==> src/rtl/ctrl_sequencer.sv <==
// Multi-cycle control sequencer for the arithmetic processor datapath.
// Latches one instruction per run request and steps IDLE -> T1 (-> T2 -> T3),
// producing decoder indices and qualifier strobes from the registered state and IR.
module ctrl_sequencer #(
    parameter int unsigned IDX_W = 4,
    parameter int unsigned OP_W  = 3
) (
    input  logic                      clk,
    input  logic                      reset,
    input  logic                      run,
    input  logic [OP_W+2*IDX_W-1:0]   instr,
    output logic [IDX_W-1:0]          regIndex,
    output logic                      reg_en,
    output logic [IDX_W-1:0]          triIndex,
    output logic                      tri_en,
    output logic                      din_out,
    output logic                      ain,
    output logic                      gin,
    output logic                      gout,
    output logic                      addsub,
    output logic                      busy,
    output logic                      done
);

    localparam int unsigned IrW = OP_W + 2 * IDX_W;

    localparam logic [OP_W-1:0] OpMv  = OP_W'(0);
    localparam logic [OP_W-1:0] OpMvi = OP_W'(1);
    localparam logic [OP_W-1:0] OpAdd = OP_W'(2);
    localparam logic [OP_W-1:0] OpSub = OP_W'(3);

    typedef enum logic [1:0] {
        StIdle = 2'd0,
        StT1   = 2'd1,
        StT2   = 2'd2,
        StT3   = 2'd3
    } state_e;

    state_e           state_q;
    logic [IrW-1:0]   ir_q;
    logic [OP_W-1:0]  op;
    logic [IDX_W-1:0] rx;
    logic [IDX_W-1:0] ry;
    logic             is_alu;

    assign op     = ir_q[IrW-1 -: OP_W];
    assign rx     = ir_q[2*IDX_W-1 -: IDX_W];
    assign ry     = ir_q[IDX_W-1:0];
    assign is_alu = (op == OpAdd) || (op == OpSub);

    // State and instruction register; run is only honoured in IDLE.
    always_ff @(posedge clk) begin
        if (reset) begin
            state_q <= StIdle;
            ir_q    <= '0;
        end else begin
            case (state_q)
                StIdle: begin
                    if (run) begin
                        ir_q    <= instr;
                        state_q <= StT1;
                    end
                end
                // mv, mvi and undefined opcodes finish in T1.
                StT1:    state_q <= is_alu ? StT2 : StIdle;
                StT2:    state_q <= StT3;
                StT3:    state_q <= StIdle;
                default: state_q <= StIdle;
            endcase
        end
    end

    // Moore output decode; indices are forced to 0 whenever their enable is low.
    always_comb begin
        regIndex = '0;
        reg_en   = 1'b0;
        triIndex = '0;
        tri_en   = 1'b0;
        din_out  = 1'b0;
        ain      = 1'b0;
        gin      = 1'b0;
        gout     = 1'b0;
        addsub   = 1'b0;
        done     = 1'b0;
        busy     = (state_q != StIdle);
        unique case (state_q)
            StIdle: ;
            StT1: begin
                case (op)
                    OpMv: begin
                        triIndex = ry;
                        tri_en   = 1'b1;
                        regIndex = rx;
                        reg_en   = 1'b1;
                        done     = 1'b1;
                    end
                    OpMvi: begin
                        din_out  = 1'b1;
                        regIndex = rx;
                        reg_en   = 1'b1;
                        done     = 1'b1;
                    end
                    OpAdd, OpSub: begin
                        triIndex = rx;
                        tri_en   = 1'b1;
                        ain      = 1'b1;
                    end
                    // Undefined opcodes execute as a one-cycle NOP.
                    default: done = 1'b1;
                endcase
            end
            StT2: begin
                triIndex = ry;
                tri_en   = 1'b1;
                gin      = 1'b1;
                addsub   = (op == OpSub);
            end
            StT3: begin
                gout     = 1'b1;
                regIndex = rx;
                reg_en   = 1'b1;
                done     = 1'b1;
            end
            default: ;
        endcase
    end

endmodule

==> config.mk <==
export PLATFORM = sky130hd
export DESIGN_NAME = ctrl_sequencer
export DESIGN_NICKNAME = d
export VERILOG_FILES = /design/src/rtl/ctrl_sequencer.sv
export SDC_FILE = /design/constraint.sdc
export NUM_CORES = 1
export LEC_CHECK = 0
export ABC_AREA = 1
export BUFFER_PORTS_ARGS = -buffer_cell sky130_fd_sc_hd__buf_2
export CORE_MARGIN = 3
export CORE_UTILIZATION = 44
export CTS_BUF_LIST = sky130_fd_sc_hd__clkbuf_4
export DETAILED_ROUTE_END_ITERATION = 10
export MAX_ROUTING_LAYER = met4
export PLACE_DENSITY = 0.77
export SYNTH_ARGS = -nofsm -noshare
export SYNTH_HDL_FRONTEND = slang
export SYNTH_SLANG_ARGS = --single-unit
==> constraint.sdc <==
create_clock -name clk -period 1.6 [get_ports clk]
set_input_delay 0.48 -clock clk [delete_from_list [all_inputs] [get_ports clk]]
set_output_delay 0.48 -clock clk [all_outputs]
set_load 0.03 [all_outputs]
# [After elaboration in Yosys (flattened, before gate mapping)]
# Cells that the tools add are included.
[classes] n_eq_ne=7 n_mux=20 reduce_logical=8
[ops] operator="$pmux 4 s2" n=3
[ops] operator="$mux 1" n=10
[ops] operator="$pmux 2 s4" n=1
[ops] operator="$eq 3x2->1 const B" n=2
[ops] operator="$pmux 1 s2" n=3
[ops] operator="$eq 2x2->1 const B" n=2
[ops] operator="$mux 2" n=2
[ops] operator="$mux 4" n=1
[ops] operator="$reduce_or 2->1" n=2
[ops] operator="$eq 3x1->1 const B" n=1
[ops] operator="$logic_not 3->1" n=1
[ops] operator="$reduce_or 3->1" n=1
[ops] operator="$eq 2x1->1 const B" n=1
[ops] operator="$logic_not 2->1" n=1
[ops] operator="$ne 2x2->1 const B" n=1
[ops] operator="$reduce_and 2->1" n=1
[ops] operator="$reduce_bool 2->1" n=1
[ops] operator="$logic_or 1x1->1" n=1
[totals] in_bits=14 ff_bits=13 output_inout_bits=17 wordCells=37

# [Longest topological paths before layout]
[depth] depth_word=4 mapped_depth=8 ltp_nobuf=8

# [Worst setup path after synthesis]
# Ideal clock, no wire load.
[synth_timing] path_type="flip-flop to output port" from="register state_q[0]" to="output port triIndex[0]" required_time_ns=1.120 slack_ns=-0.568 path_stages_with_launch=6 path_buffers=0 arrival_ns=1.688 path_cell_list="dfxtp_1 > ha_1 > inv_2 > nor2_2 > nand2_1 > a21oi_1"
[synth_between] elab_chain_len=2 word_cells_on_any_way=3 cone_classes="eq/ne: 2; mux: 1"
[synth_rtl] item="start, declared" line_no="39" text="state_e state_q;"
[synth_rtl] item="start signal, assigned" line_no="54" text="state_q <= StIdle;"
[synth_rtl] item="start signal, assigned" line_no="61" text="state_q <= StT1;"
[synth_rtl] item="start signal, assigned" line_no="65" text="StT1: state_q <= is_alu ? StT2 : StIdle;"
[synth_rtl] item="$eq 2x2->1 / $eq 2x1->1 (equally long branches)" line_no="86" text="unique case (state_q)"
[synth_rtl] item="$pmux 4 s2 (*)" line_no="86"
[synth_rtl] item="end, declared" line_no="14" text="output logic [IDX_W-1:0] triIndex,"
# Mark *: on every way between the ends. The rest lies on a longest branch, timed or not.

==> metrics.md <==
| Metric | Value |
|---|---|
| Status | `finished with violations` |
| Failing checks | `setup timing` |
| Post-route ant nets | `0` |
| Slowest CP cell | `dfxtp_2` |
| Cell count after synthesis | `roughly 110` |
| EDFF count, synth | `0` |
| Sw Ratio | `0.369` |
| DRC Markers | `0` |
| FF-to-FF path depth | `10` |
| Slowest stage delay, CP | `0.33 ns` |
| GPL Wtd Cong | `0.883` |
| Number of global-route vias before repair | `832` |
| CTS tree | `yes` |
| Htree depth | `1` |
| Row count | `14` |
| Hold Buf Count CTS | `0` |
| ANT cells | `0` |
| Final max-slew violation count | `0` |
| CP top delay family | `buffers and inverters` |
| Place WS | `-0.145 ns` |
| WL per Instance | `14.9 um` |
| Critical Path End | `triIndex[0]` |
| Post-Place Cells | `170` |
| Crit path DAT | `between 1.5 and 2 ns` |
| Gate power share | `0.374` |
| Root Driver | `clkbuf_4` |
| Clock buffer depth | `2` |
| Largest net degree at the start of global routing | `19` |
| Crit path cell chain | `inv_2, ha_4, inv_4, buf_6, buf_6, nor2_4, nand2_1, a21oi_2, buf_6` |
| Die area | `0.00227 mm^2` |
| Crit path depth | `9` |
| Share of power burned in registers | `0.402` |
| Buffer and inverter count on the worst path | `5` |
| Clock network power share | `0.224` |
| Crit. End Element | `output port` |
| Area Growth Syn to Fin | `76.5%` |
| IO Count | `31` |
| F_max | `0.478 GHz` |
| Top FF cell, synth | `dfxtp_1` |
| Seq/Total Area, Yosys | `0.342` |
| # port buffers | `30` |
| Syn Nets | `132` |
| PwrDens | `695 mW/mm^2` |
| Most instantiated cells after synthesis | `27 x nand2_1, 14 x inv_1, 13 x dfxtp_1, 13 x nor2_1, 9 x a21oi_1` |
| Leak pwr | `between 0.6 and 0.7 nW` |
| Ranking of synthesized cells by area | `dfxtp_1 34%, nand2_1 13%, ha_1 8.2%` |
| Seq cells post-synth | `13` |
| Hold Fails Final Rpt | `0` |
| Num CTS Buffers | `3` |
| Post-Syn Area | `762 um^2` |
| Synth warn | `0` |
| Final non-filler cell total | `179` |
| Fin area | `roughly 0.0013 mm^2` |
| First-pass GRT wire length | `roughly 3800 um` |
| Worst Skew | `about 0.016 ns` |
| DP HPWL | `about 1700 um` |
| Grt ovf | `0` |
| First-pass DRT Iterations | `4` |
| R2R Setup Slk | `0.15 ns` |
| CORE AREA | `roughly 0.0016 mm^2` |
| Post-Syn Area per Cell | `6.74 um^2` |
| Layout cells sized above 1 | `0.528` |
| Clock sink total | `13` |
| Critical-path maximum fanout | `2` |
| Final Total Pwr | `0.000935 W` |
| Clock Latency Late Sink | `0.28 ns` |
| Max-Cap Viols | `0` |
| RSZ-0062 raised after global routing | `yes` |
| Crit share post-route | `1.31` |
| Worst hold path type | `input port to flop` |
| Die W | `47.6 um` |
| Post-synth cell types | `17` |
| Iter 0 DRT Violations | `40` |
| GRT Util Overall | `0.246` |
| Final WS setup | `-0.493 ns` |
| Count leader, synth | `nand2_1` |
| Post-synth top area share | `0.342` |
| Nets | `183` |
| Count of final setup violators | `16` |
| Worst-path clk slew | `0.09 ns` |
| CP required | `1.12 ns` |
| Post-synth ARST share | `0` |
| Routed WL | `2670 um` |
| Max_slew headroom | `0.779` |
| Max IR drop VDD | `~0.6 mV` |
| Cell taking the most area after synthesis | `dfxtp_1` |
| Most used cell, CP | `buf_6` |
| Internal power | `0.000590 W` |
| Dpl cell area | `0.00110 mm^2` |
| Final min period | `2.09 ns` |
| Via-to-Cell Ratio | `5.30` |
| DR vias | `roughly 950` |
| Least-Margin Pin Slew | `0.331 ns` |
| Chip height | `47.6 um` |
| Initial antenna violation count | `0` |
| Sw power | `0.000345 W` |
| Hold path cells | `3` |
| Initial Util | `0.489` |
| Setup TNS | `-4.92 ns` |
| CP Launch Type | `flop` |
| WS Path Type | `flop to output port` |
[state kept, by name, indices dropped and copies added, names as in the netlist, named ones only]
signal / count
ir_q: 11
state_q: 1
[routing by layer]
metal  vias up  GRT usage  share of wire
met5         -          -              0
met4         0     0.0806          0.017
met3         6     0.0301          0.055
met2        42      0.441           0.53
met1       441      0.280           0.39
li1        460          -              -
[stage by stage]
step	utilization	hold WS (ns)
2_1_floorplan	-	0.445
3_3_place_gp	0.706	0.472
3_5_place_dp	0.706	0.478
4_1_cts	0.824	0.436
5_1_grt	0.863	0.454
6_report	0.863	0.438
[timing repair]
action,CTS,global route
buffers inserted,2,4
endpoints found under the setup margin,17,16
pin swaps,8,2
gates cloned,0,0
resized for setup,45,11
[worst min path at each step]
stage	startpoint	endpoint	slack [ns]
floorplan	ir_q[0]$_SDFFE_PP0P_	ir_q[0]$_SDFFE_PP0P_	0.44
global placement	ir_q[2]$_SDFFE_PP0P_	ir_q[2]$_SDFFE_PP0P_	0.47
detailed placement	ir_q[0]$_SDFFE_PP0P_	ir_q[0]$_SDFFE_PP0P_	0.48
CTS	instr[2]	ir_q[2]$_SDFFE_PP0P_	0.44
global route	instr[8]	ir_q[8]$_SDFFE_PP0P_	0.45
finish	instr[2]	ir_q[2]$_SDFFE_PP0P_	0.44
[cells in the final DEF (no fill, tap or decap), drive strengths merged]
cell type,netlist,layout
buf,1,48
a21oi,9,9
nand3,8,8
dfxtp,13,13
nand2,28,28
ha,5,5
clkinv,0,1
nor2,16,16
clkbuf,1,3
a211oi,6,6
inv,20,20
o21ai,3,3
nand4,3,3
[final cells by class]
cell class	count	area [um^2]
clock buffer	3	22.5
inverter	20	85.1
sequential	13	268
clock inverter	1	5.00
multi-input combinational	78	544
fill	88	214
timing repair buffer	48	400
tap	16	20.0
[power groups by stage]
stage	combinational (W)	sequential (W)	clock (W)
global placement	0.000264	0.000379	0
CTS	0.000315	0.000374	0.000214
global route	0.000372	0.000378	0.000233
detailed placement	0.000272	0.000380	0
floorplan	0.000181	0.000377	0
finish	0.000350	0.000376	0.000209
[worst register-to-register path: stages (launching register included)]
cell and delay, ns:
dfxtp_2 0.33, inv_2 0.07, ha_4 0.15, inv_4 0.05
buf_6 0.10, buf_6 0.11, nor2_4 0.12, buf_6 0.11
buf_4 0.09, nand3_1 0.05, a21oi_1 0.19
[logic make-up after synthesis]
| kind of cell | share of synthesized area |
|---|---|
| fa+ha+maj | 0.0821 |
| compound gates | 0.153 |
| buf+inv | 0.110 |
| flops | 0.342 |
| simple gates | 0.314 |
Note: power is estimated with default switching activity, not from simulation.
